--- config.mk ---
export PLATFORM = sky130hd
export DESIGN_NAME = fir_l3_frame_sequencer
export DESIGN_NICKNAME = d
export VERILOG_FILES = /design/src/rtl/fir_l3_pkg.sv /design/src/rtl/fir_l3_out_fifo.sv /design/src/rtl/fir_l3_frame_sequencer.sv
export SDC_FILE = /design/constraint.sdc
export NUM_CORES = 2
export LEC_CHECK = 0
export BUFFER_PORTS_ARGS = -buffer_cell sky130_fd_sc_hd__buf_2
export CAP_MARGIN = 25
export CORE_MARGIN = 2
export CORE_UTILIZATION = 40
export DETAILED_ROUTE_END_ITERATION = 10
export SKIP_CTS_REPAIR_TIMING = 1
export SYNTH_ARGS = -nofsm -noshare
export SYNTH_HDL_FRONTEND = slang
export SYNTH_SLANG_ARGS = --single-unit
--- constraint.sdc ---
create_clock -name clk -period 22.4 [get_ports clk]
set_input_delay 0 -clock clk [delete_from_list [all_inputs] [get_ports clk]]
set_output_delay 0 -clock clk [all_outputs]
set_load 0.005 [all_outputs]
--- src/rtl/fir_l3_pkg.sv ---
// fir_l3_pkg: shared types for the 3-parallel FIR frame sequencer.
// Holds the sequencer state enum, the per-frame tag carried alongside the
// filter pipeline, and the lane count of a frame.
package fir_l3_pkg;

  // Number of samples packed into one filter frame.
  localparam int LANES = 3;

  // Width of one packed tag entry.
  localparam int TAG_W = 3;

  // Frame sequencer states.
  typedef enum logic [1:0] {
    FILL  = 2'd0,
    ISSUE = 2'd1,
    FLUSH = 2'd2
  } state_t;

  // Frame tag: number of real lanes (0 = flush frame) and end-of-burst mark.
  typedef struct packed {
    logic [1:0] lane_cnt;
    logic       last;
  } tag_t;

endpackage

--- src/rtl/fir_l3_out_fifo.sv ---
// fir_l3_out_fifo: synchronous result FIFO holding one filter result frame
// (three lanes plus tag) per entry. Exposes the occupancy count so the
// sequencer can throttle frame issue before the FIFO can overflow.
// Writes while full and reads while empty are ignored.
module fir_l3_out_fifo #(
  parameter int WIDTH = 195,
  parameter int DEPTH = 8
) (
  input  logic                     clk,
  input  logic                     reset_n,
  input  logic                     wr_en,
  input  logic [WIDTH-1:0]         wr_data,
  input  logic                     rd_en,
  output logic [WIDTH-1:0]         rd_data,
  output logic [$clog2(DEPTH):0]   count,
  output logic                     empty
);

  localparam int AW = $clog2(DEPTH);
  localparam int CW = AW + 1;

  logic [WIDTH-1:0] mem_r [DEPTH];
  logic [AW-1:0]    wr_ptr_r;
  logic [AW-1:0]    rd_ptr_r;
  logic             wr_fire_s;
  logic             rd_fire_s;

  assign empty     = (count == CW'(0));
  assign wr_fire_s = wr_en && (count != CW'(DEPTH));
  assign rd_fire_s = rd_en && !empty;
  assign rd_data   = mem_r[rd_ptr_r];

  // Storage array: written on an accepted push, no reset needed for data.
  always_ff @(posedge clk) begin
    if (wr_fire_s) begin
      mem_r[wr_ptr_r] <= wr_data;
    end
  end

  // Pointers and occupancy count; power-of-two depth lets pointers wrap freely.
  always_ff @(posedge clk or negedge reset_n) begin
    if (!reset_n) begin
      wr_ptr_r <= AW'(0);
      rd_ptr_r <= AW'(0);
      count    <= CW'(0);
    end else begin
      if (wr_fire_s) begin
        wr_ptr_r <= wr_ptr_r + AW'(1);
      end
      if (rd_fire_s) begin
        rd_ptr_r <= rd_ptr_r + AW'(1);
      end
      case ({wr_fire_s, rd_fire_s})
        2'b10:   count <= count + CW'(1);
        2'b01:   count <= count - CW'(1);
        default: count <= count;
      endcase
    end
  end

endmodule

--- src/rtl/fir_l3_frame_sequencer.sv ---
// fir_l3_frame_sequencer: packs a serial sample stream into 3-lane frames for
// the reduced-complexity parallel FIR, steps the filter with fir_en, tracks
// each frame through the filter latency with a tag pipeline, buffers results
// in fir_l3_out_fifo and re-serialises them with valid/ready backpressure.
// A burst ending in s_last is followed by FLUSH_LEN zero frames whose results
// are dropped.
// Optional build macro FIR_SEQ_STATS_EN adds stat_frames / stat_stalls.
module fir_l3_frame_sequencer
  import fir_l3_pkg::*;
#(
  parameter int DATA_IN_WIDTH  = 16,
  parameter int DATA_OUT_WIDTH = 64,
  parameter int PIPE_LATENCY   = 8,
  parameter int FLUSH_LEN      = 40,
  parameter int OUT_FIFO_DEPTH = 8
) (
  input  logic                             clk,
  input  logic                             reset_n,
  input  logic                             s_valid,
  output logic                             s_ready,
  input  logic signed [DATA_IN_WIDTH-1:0]  s_data,
  input  logic                             s_last,
  output logic                             fir_en,
  output logic signed [DATA_IN_WIDTH-1:0]  frm_data_1,
  output logic signed [DATA_IN_WIDTH-1:0]  frm_data_2,
  output logic signed [DATA_IN_WIDTH-1:0]  frm_data_3,
  input  logic signed [DATA_OUT_WIDTH-1:0] fir_out_1,
  input  logic signed [DATA_OUT_WIDTH-1:0] fir_out_2,
  input  logic signed [DATA_OUT_WIDTH-1:0] fir_out_3,
  output logic                             m_valid,
  input  logic                             m_ready,
  output logic signed [DATA_OUT_WIDTH-1:0] m_data,
  output logic                             m_last,
  output logic                             busy
`ifdef FIR_SEQ_STATS_EN
  ,
  output logic [31:0]                      stat_frames,
  output logic [31:0]                      stat_stalls
`endif
);

  localparam int FIFO_W = LANES * DATA_OUT_WIDTH + TAG_W;
  localparam int CNT_W  = $clog2(OUT_FIFO_DEPTH) + 1;
  localparam int FL_W   = $clog2(FLUSH_LEN + 1);

  state_t                    state_r;
  logic [1:0]                lane_idx_r;
  tag_t                      issue_tag_r;
  logic [FL_W-1:0]           flush_cnt_r;
  tag_t                      tags_r [PIPE_LATENCY];
  tag_t                      tail_tag_s;
  logic                      tag_any_s;

  logic                      accept_s;
  logic                      pending_wr_s;
  logic [CNT_W:0]            fill_after_s;
  logic                      room_s;

  logic                      wr_en_s;
  logic [FIFO_W-1:0]         wr_data_s;
  logic                      rd_en_s;
  logic [FIFO_W-1:0]         rd_data_s;
  logic [CNT_W-1:0]          count_s;
  logic                      empty_s;

  tag_t                      pop_tag_s;
  logic [DATA_OUT_WIDTH-1:0] pop_lane_s [LANES];
  logic [DATA_OUT_WIDTH-1:0] ser_lanes_r [LANES];
  tag_t                      ser_tag_r;
  logic [1:0]                ser_idx_r;
  logic                      ser_active_r;
  logic                      advance_s;

  assign accept_s   = s_valid && s_ready;
  assign tail_tag_s = tags_r[PIPE_LATENCY-1];

  // A result frame leaves the filter on every fir_en; keep only real frames.
  assign wr_en_s   = fir_en && (tail_tag_s.lane_cnt != 2'd0);
  assign wr_data_s = {fir_out_3, fir_out_2, fir_out_1, tail_tag_s};

  // Room is judged on the occupancy after this edge's write and ignores any
  // pop in the same cycle, so an issued frame always has a slot waiting.
  assign pending_wr_s = wr_en_s;
  assign fill_after_s = {1'b0, count_s} + {{CNT_W{1'b0}}, pending_wr_s};
  assign room_s       = (fill_after_s < (CNT_W + 1)'(OUT_FIFO_DEPTH));

  // Serialiser may load a new word when the output register is free or draining.
  assign advance_s = !m_valid || m_ready;
  assign rd_en_s   = advance_s && !ser_active_r && !empty_s;

  fir_l3_out_fifo #(
    .WIDTH (FIFO_W),
    .DEPTH (OUT_FIFO_DEPTH)
  ) u_out_fifo (
    .clk     (clk),
    .reset_n (reset_n),
    .wr_en   (wr_en_s),
    .wr_data (wr_data_s),
    .rd_en   (rd_en_s),
    .rd_data (rd_data_s),
    .count   (count_s),
    .empty   (empty_s)
  );

  // Split the FIFO head entry into its tag and lanes, and flag live tags.
  always_comb begin
    pop_tag_s = tag_t'(rd_data_s[TAG_W-1:0]);
    for (int i = 0; i < LANES; i++) begin
      pop_lane_s[i] = rd_data_s[TAG_W + i*DATA_OUT_WIDTH +: DATA_OUT_WIDTH];
    end
    tag_any_s = 1'b0;
    for (int i = 0; i < PIPE_LATENCY; i++) begin
      if (tags_r[i].lane_cnt != 2'd0) begin
        tag_any_s = 1'b1;
      end else begin
        tag_any_s = tag_any_s;
      end
    end
  end

  // Frame FSM: fill lanes, issue one enable per frame when room, flush zeros.
  always_ff @(posedge clk or negedge reset_n) begin
    if (!reset_n) begin
      state_r     <= FILL;
      lane_idx_r  <= 2'd0;
      issue_tag_r <= '0;
      flush_cnt_r <= FL_W'(0);
      s_ready     <= 1'b0;
      fir_en      <= 1'b0;
      frm_data_1  <= '0;
      frm_data_2  <= '0;
      frm_data_3  <= '0;
    end else begin
      case (state_r)
        FILL: begin
          fir_en <= 1'b0;
          if (accept_s) begin
            case (lane_idx_r)
              2'd0: begin
                frm_data_1 <= s_data;
                frm_data_2 <= '0;
                frm_data_3 <= '0;
              end
              2'd1:    frm_data_2 <= s_data;
              default: frm_data_3 <= s_data;
            endcase
            if ((lane_idx_r == 2'd2) || s_last) begin
              state_r     <= ISSUE;
              s_ready     <= 1'b0;
              lane_idx_r  <= 2'd0;
              issue_tag_r <= '{lane_cnt: lane_idx_r + 2'd1, last: s_last};
              fir_en      <= room_s;
            end else begin
              lane_idx_r <= lane_idx_r + 2'd1;
              s_ready    <= 1'b1;
            end
          end else begin
            s_ready <= 1'b1;
          end
        end
        ISSUE: begin
          if (fir_en) begin
            if (issue_tag_r.last) begin
              state_r     <= FLUSH;
              flush_cnt_r <= FL_W'(0);
              issue_tag_r <= '0;
              frm_data_1  <= '0;
              frm_data_2  <= '0;
              frm_data_3  <= '0;
              fir_en      <= room_s;
            end else begin
              state_r <= FILL;
              s_ready <= 1'b1;
              fir_en  <= 1'b0;
            end
          end else begin
            fir_en <= room_s;
          end
        end
        FLUSH: begin
          if (fir_en) begin
            if (flush_cnt_r == FL_W'(FLUSH_LEN - 1)) begin
              state_r     <= FILL;
              flush_cnt_r <= FL_W'(0);
              s_ready     <= 1'b1;
              fir_en      <= 1'b0;
            end else begin
              flush_cnt_r <= flush_cnt_r + FL_W'(1);
              fir_en      <= room_s;
            end
          end else begin
            fir_en <= room_s;
          end
        end
        default: begin
          state_r <= FILL;
          s_ready <= 1'b0;
          fir_en  <= 1'b0;
        end
      endcase
    end
  end

  // Tag pipeline mirrors the filter: it advances only when the filter does.
  always_ff @(posedge clk or negedge reset_n) begin
    if (!reset_n) begin
      for (int i = 0; i < PIPE_LATENCY; i++) begin
        tags_r[i] <= '0;
      end
    end else if (fir_en) begin
      tags_r[0] <= issue_tag_r;
      for (int i = 1; i < PIPE_LATENCY; i++) begin
        tags_r[i] <= tags_r[i-1];
      end
    end
  end

  // Serialiser: present lanes 1..count of each popped frame one per handshake.
  always_ff @(posedge clk or negedge reset_n) begin
    if (!reset_n) begin
      m_valid      <= 1'b0;
      m_data       <= '0;
      m_last       <= 1'b0;
      ser_tag_r    <= '0;
      ser_idx_r    <= 2'd0;
      ser_active_r <= 1'b0;
      for (int i = 0; i < LANES; i++) begin
        ser_lanes_r[i] <= '0;
      end
    end else if (advance_s) begin
      if (ser_active_r) begin
        m_valid <= 1'b1;
        case (ser_idx_r)
          2'd1:    m_data <= ser_lanes_r[1];
          default: m_data <= ser_lanes_r[2];
        endcase
        if (ser_idx_r == (ser_tag_r.lane_cnt - 2'd1)) begin
          m_last       <= ser_tag_r.last;
          ser_active_r <= 1'b0;
        end else begin
          m_last <= 1'b0;
        end
        ser_idx_r <= ser_idx_r + 2'd1;
      end else if (!empty_s) begin
        m_valid   <= 1'b1;
        m_data    <= pop_lane_s[0];
        ser_tag_r <= pop_tag_s;
        for (int i = 0; i < LANES; i++) begin
          ser_lanes_r[i] <= pop_lane_s[i];
        end
        if (pop_tag_s.lane_cnt == 2'd1) begin
          m_last       <= pop_tag_s.last;
          ser_active_r <= 1'b0;
        end else begin
          m_last       <= 1'b0;
          ser_active_r <= 1'b1;
          ser_idx_r    <= 2'd1;
        end
      end else begin
        m_valid <= 1'b0;
        m_last  <= 1'b0;
      end
    end
  end

  // Busy while flushing or while any real frame is still in flight or queued.
  always_ff @(posedge clk or negedge reset_n) begin
    if (!reset_n) begin
      busy <= 1'b0;
    end else begin
      busy <= (state_r == FLUSH) || tag_any_s || !empty_s || ser_active_r || m_valid;
    end
  end

`ifdef FIR_SEQ_STATS_EN
  // Count real frames issued and issue/flush cycles held off for lack of room.
  always_ff @(posedge clk or negedge reset_n) begin
    if (!reset_n) begin
      stat_frames <= 32'd0;
      stat_stalls <= 32'd0;
    end else begin
      if ((state_r == ISSUE) && fir_en) begin
        stat_frames <= stat_frames + 32'd1;
      end
      if (((state_r == ISSUE) || (state_r == FLUSH)) && !fir_en) begin
        stat_stalls <= stat_stalls + 32'd1;
      end
    end
  end
`endif

endmodule

Word-level counts from Yosys, hierarchy flattened

Memory sizes are Yosys's and may differ from the RTL's.
Index checks and enable logic that the tools add are counted.

Register bits: 298
Bits in writable memories: 1560
Input bits: 213
Output and inout port bits: 117
Word-level logic and storage cells: 186
Memories kept: 1

$add $sub $neg: 9
Magnitude comparators: 1
Equal/unequal tests: 23
Muxes and demuxes: 70
Bitwise logic cells: 2
Reduce and logical (&&, ||, !) cells: 41

Memories:

| memory           | depth | bits a word | rd ports | clocked after memory_dff | wr ports | line                  | RTL |
|---|---|---|---|---|---|---|---|
| u_out_fifo.mem_r | 8     | 195         | 1        | 0                        | 1        | fir_l3_out_fifo.sv:22 | `logic [WIDTH-1:0] mem_r [DEPTH];` |

Operator list:

| cell                                                | number |
|---|---|
| 2-to-1 mux 64 bit                                   | 3 |
| case mux 16 bit (2 select lines)                    | 5 |
| 2-to-1 mux 16 bit                                   | 6 |
| 2-to-1 mux 1 bit                                    | 32 |
| AND reduction 5 bit                                 | 5 |
| 2-to-1 mux 6 bit                                    | 4 |
| nonzero test 2 bit                                  | 11 |
| 2-to-1 mux 2 bit                                    | 10 |
| != test 2 bit, second input constant                | 9 |
| 2-to-1 mux 3 bit                                    | 4 |
| case mux 6 bit (2 select lines)                     | 1 |
| AND reduction 4 bit                                 | 3 |
| equality test 2 x 1 -> 1 bit, second input constant | 5 |
| case mux 4 bit (2 select lines)                     | 1 |
| adder 3 x 1 -> 3 bit, second input constant         | 2 |
| adder 6 x 1 -> 6 bit, second input constant         | 1 |
| equality test 2 bit, second input constant          | 3 |
| equality test 6 bit, second input constant          | 1 |
| logical AND 1 bit                                   | 6 |
| logical OR 1 bit                                    | 6 |
| case mux 1 bit (3 select lines)                     | 2 |
| case mux 2 bit (3 select lines)                     | 1 |
| case mux 3 bit (2 select lines)                     | 1 |
| AND reduction 3 bit                                 | 2 |
| 15 further kinds                                    | 22 |

Depth between registers and ports, before layout

Depth in word-level cells: 13
Depth in mapped cells: 11
Gate-level depth less buffers: 9

Modules after synthesis

From an unflattened synthesis, not the netlist that was laid out.

Cell total of the unflattened synthesis: 3646
Area, all modules: 72889.9 µm²

By module, submodules not included:

| module                 | instances | cells each | area each (µm²) | seq. area each (µm²) |
|---|---|---|---|---|
| fir_l3_out_fifo        | 1         | 2321       | 60402.9         | 47095.2 |
| fir_l3_frame_sequencer | 1         | 1325       | 12487.0         | 7206.9 |

Worst setup path after synthesis

No wires, ideal clock.

Path type: register to register
From: register tags_r[2] (netlist name)
To: memory u_out_fifo.mem_r[0][0] (enable)
Setup time: 1.228 ns
Arrival: 19.406 ns
Required time: 21.172 ns
Path slack: 1.765 ns
Cell stages (with the launch flop): 5
Path buffers: 0
Period minus slack after synthesis: 20.635 ns
Path through: dfrtp_1 > o21ai_0 > a21oi_1 > clkinv_1 > nor4_1

Cells in the longest elaborated chain, start to end: 5

Ends and longest elaborated chain:

| item                                   | line                          | RTL |
|---|---|---|
| start: declaration                     | fir_l3_frame_sequencer.sv:50  | `tag_t tags_r [PIPE_LATENCY];` |
| start signal: indexed assignment       | fir_l3_frame_sequencer.sv:213 | `tags_r[i] <= tags_r[i-1];` |
| nonzero test 2 bit                     | fir_l3_frame_sequencer.sv:78  | `assign wr_en_s = fir_en && (tail_tag_s.lane_cnt != 2'd0);` |
| logical AND 1 bit                      | fir_l3_frame_sequencer.sv:78  |  |
| logical AND 1 bit                      | fir_l3_out_fifo.sv:29         | `assign wr_fire_s = wr_en && (count != CW'(DEPTH));` |
| 2-to-1 mux 1 bit                       | fir_l3_out_fifo.sv:35         | `if (wr_fire_s) begin` |
| 2-to-1 mux 1 bit (implied by the code) | fir_l3_out_fifo.sv:36         | `mem_r[wr_ptr_r] <= wr_data;` |
| end: declaration                       | fir_l3_out_fifo.sv:22         |  |

No other way between the ends.

Worst setup path in the final report

From: register u_out_fifo.rd_ptr_r[1]
To: register m_data[63]

Cells in the longest elaborated chain, start to end: 3

Ends and longest elaborated chain:

| item                     | line                          | RTL |
|---|---|---|
| start: declaration       | fir_l3_out_fifo.sv:24         | `logic [AW-1:0] rd_ptr_r;` |
| start signal: assignment | fir_l3_out_fifo.sv:51         | `rd_ptr_r <= rd_ptr_r + AW'(1);` |
| memory (8 x 195 bit)     | --                            |  |
| 2-to-1 mux 64 bit        | fir_l3_frame_sequencer.sv:244 | `end else if (!empty_s) begin` |
| 2-to-1 mux 64 bit        | fir_l3_frame_sequencer.sv:231 | `if (ser_active_r) begin` |
| end signal: assignment   | fir_l3_frame_sequencer.sv:234 | `2'd1: m_data <= ser_lanes_r[1];` |
| end signal: assignment   | fir_l3_frame_sequencer.sv:235 | `default: m_data <= ser_lanes_r[2];` |
| end signal: assignment   | fir_l3_frame_sequencer.sv:246 | `m_data <= pop_lane_s[0];` |
| end: declaration         | fir_l3_frame_sequencer.sv:32  | `output logic signed [DATA_OUT_WIDTH-1:0] m_data,` |

No other way between the ends. The select of a mux whose other input is x is not followed.
A chain may end at the register's enable or synchronous reset.

==> impl.org <==
** Power and ir drop
- In this run the power spent charging and discharging nets is ~1.7 mW.
- Summed over all cells, the static leakage comes to around 28 nW.
- Part of the power in combinational logic :: 0.076
- Sw Ratio :: 0.2283
- Cell internal power was estimated by the tool at ~5.8 mW.
- Worst IR drop on VDD :: ~0.068 mV
- Of the total power, the clock network draws 0.404.
- The share of total power dissipated in sequential elements is 0.520.
- Dividing total power by cell area gives a power density of approximately 90 nW/um^2.

** STA
- Number of slew-limit violations in the final report :: 0
- Worst Max-Slew Pin Slew :: 1.055 ns
- The worst path in the final design needs a cycle of between 3 and 4 ns, including I/O delays and setup.
- For the final routed database, the setup TNS stands at 0 ns.
- RSZ-0062 raised after global routing :: no
- Number of failing setup endpoints in the final timing report :: 0
- On the final layout, the worst hold slack is 0.01207 ns.
- Across the routed clock network, the largest skew measured is approximately 0.037 ns.
- The worst path meets setup with around 19 ns of slack.
- For this run, the top clock speed supported by timing is ~260 MHz.
- The worst pin sits at a relative slew slack of 0.2967.
- Dividing the final minimum period by the clock period gives 0.1717.
- Fin. Hold Viols :: 0

** Clock tree
- For this design, the sink count on the clock tree is ~1,900.
- Clock latency at the later pin of the worst-skew pair :: 0.82 ns
- Max Root-Sink Buffers :: 3
- Number of H-tree levels :: 4
- Number of clock buffers inserted by TritonCTS :: 190
- Clock transition at path regs :: 0.06 ns
- CTS tree :: done
- The tree is rooted in a clkbuf_16.

** Global route
- GR Overflow Total :: 0
- Entering global routing, the biggest net connects 135 pins.
- The number of global-route vias before repair was approximately 35,000.
- Across every metal layer, demand over resource in global routing totals 0.1854.
- Antenna violations before repair :: 38
- The first global-routing pass estimated roughly 240,000 um of wire.

** Setup path
- Highest fanout seen on the critical path :: just over 80
- The critical path is of the reg -> reg type.
- Type of destination of the critical path :: register
- Data on the critical path arrives at its endpoint at 4.51 ns.
- STA puts the critical path data required time at approximately 23 ns.
- Startpoint Class :: register

** Route
- First-pass iteration count of the detailed router :: 6
- Summed over all layers, the routed wires come to 168,800 um.
- DR DRC count :: 0
- In this run the remaining antenna-violating nets after routing total 0.
- The detailed router placed ~35,000 vias in this run.
- Number of violations reported at the end of detailed-routing iteration 0 :: 2,490
- Number of vias per cell after detailed routing :: 5.215
- After detailed routing, the average wire length per cell comes to 25.14 um.

** Final layout
- The finished cells cover ~84,000 sq um.
- Fraction of final layout cells sized beyond drive strength 1 :: 0.2667
- Relative area change from synthesis to final layout :: 18.24%
- Measured on the finished design, the core utilization comes to 0.4767.
- Leaving out fill and tap cells, the most frequent cell in the layout is edfxtp_1.
- Commonest non-fill, non-tap cells in the layout :: edfxtp_1 (1,560), mux4_2 (390), nand2_1 (357)
- Total number of nets in the final design :: 4,423

** Yosys
- Counting flops with an async set or reset pin after synthesis yields a share of 0.1604.
- Mean instance size in the synthesized netlist :: about 20 sq um
- For this run, the number of Yosys warnings is 0.
- Yosys mapped the design onto 47 distinct sky130hd cell types.
- Counting every instance in the synthesized netlist gives between 3,000 and 4,000.
- Post-synth EDFFs :: about 1,600
- After synthesis the netlist holds a flip-flop and latch count of 1,858.
- Most used flip-flop cell after synthesis :: edfxtp_1
- Top post-synthesis cells by area :: edfxtp_1 (66%), mux4_2 (12%), dfrtp_1 (10%), mux2i_1 (2.8%), o21ai_1 (1.9%)
- Post-synthesis cell type with the largest combined area :: edfxtp_1
- Post-synthesis sequential area ratio :: 0.7639
- Syn nets :: roughly 3,800
- The synthesized netlist occupies a cell area of 71,080 sq um.
- The share of synthesized area in the top cell type comes to 0.6590.

** Placed design
- Total placed instance area :: around 75,000 sq um
- After legalization and detailed placement, the total HPWL measured 92,610 um.
- The count of buffers added on input and output ports is between 300 and 400.
- OpenSTA, run right after detailed placement, puts the worst setup slack at 18.33 ns.
- At the end of routability-driven placement, the weighted congestion stood at between 0.7 and 0.8.

** Die
- Die footprint :: 181,100 sq um
- The initial utilization of the core area, before any placement, comes to 0.4032.
- The die is between 400 and 500 um tall.
- 330 I/O pins were placed.
- Row generation in the floorplan step produced 154 rows.
- After floorplanning, the core was sized to cover ~180,000 sq um.
- In this run the horizontal extent of the chip is between 400 and 500 um.

** Outcome
- The flow ran to the end, and the final reports show no timing, DRC or antenna violations.

** Job
- Reported max-cap violation count :: 0

** Hold path
- The tightest min-delay check is of the in -> reg type.
[sequential cells by signal (all words and copies together), names as in the netlist, 6 cells and up]
name and count:
m_data 64, ser_lanes_r 128, frm_data_2 16, frm_data_1 16, tags_r 24, u_out_fifo.mem_r 1560
frm_data_3 16, flush_cnt_r 6
[synth_stat cells (all sizes together), types with 14 or more instances]
library cell / count
nand2: 357
mux4: 390
nor2: 15
edfxtp: 1560
buf: 130
mux2: 90
mux2i: 198
dfrtp: 298
nand2b: 23
clkbuf: 62
o21ai: 320
ha: 14
[worst max-delay path, stage by stage, from the launching register on]
cell     delay (ns)
dfrtp_4        1.06
buf_4          0.68
buf_12         0.63
mux4_2         0.60
mux2_2         0.27
o21ai_1        0.12
o21ai_1        0.08
[through the flow]
stage                     std cells  power (mW)
after floorplan                3551       4.248
after global placement         6080       4.527
after detailed placement       6082       4.542
after CTS                      6440       7.597
after global routing           6710       7.844
final                          6714       7.562
[metal layers]
metal / share of wire / vias to the layer above / track usage
met5: 0.00034 / - / 0
met4: 0.027 / 8 / 0.06005
met3: 0.043 / 267 / 0.03819
met2: 0.52 / 838 / 0.3203
met1: 0.41 / 18400 / 0.2336
li1: - / 15500 / -
[layout make-up]
class,count,area [sq um]
Clock buffer,277,5379
Fill cell,14680,92260
Multi-Input combinational cell,1489,15770
Timing Repair Buffer,644,4900
Inverter,12,45.04
Clock inverter,81,674.4
Sequential cell,1858,54320
Antenna cell,13,32.53
Tap cell,2340,2928
[worst paths after layout]
check / from / to / slack (ns) / cells after the start
worst min-delay path: fir_out_1[34] / u_out_fifo.mem_r[0][37] / 0.01 / 2
worst min register to register: frm_data_3[9] / frm_data_3[9] / 0.47 / 2
worst max-delay path: u_out_fifo.rd_ptr_r[1] / m_data[63] / 18.55 / 6
min in group asynchronous: reset_n / frm_data_1[10] / 0.45 / 4
worst max register to register: u_out_fifo.rd_ptr_r[1] / m_data[63] / 18.55 / 6
max in group asynchronous: reset_n / m_data[19] / 20.19 / 5
[cell families (layout without fill, tap and decap cells)]
kind of cell	count (synthesis)	in the layout	synth area share
simple gates	435	435	0.02529
xor+xnor	8	8	0.0009857
other cells	0	13	0
buf+inv	204	1014	0.01528
compound gates	353	353	0.02607
flops	1858	1858	0.7639
fa+ha+maj	15	15	0.002746
mux	678	678	0.1657
[power groups by stage]
stage,clock network (mW),logic (mW),registers (mW)
finish,3.06,0.577,3.93
global route,3.26,0.639,3.94
CTS,3.12,0.541,3.93
detailed placement,0,0.541,4.00
global placement,0,0.528,4.00
floorplan,0,0.260,3.99
Power figures use the tool's default switching activity.
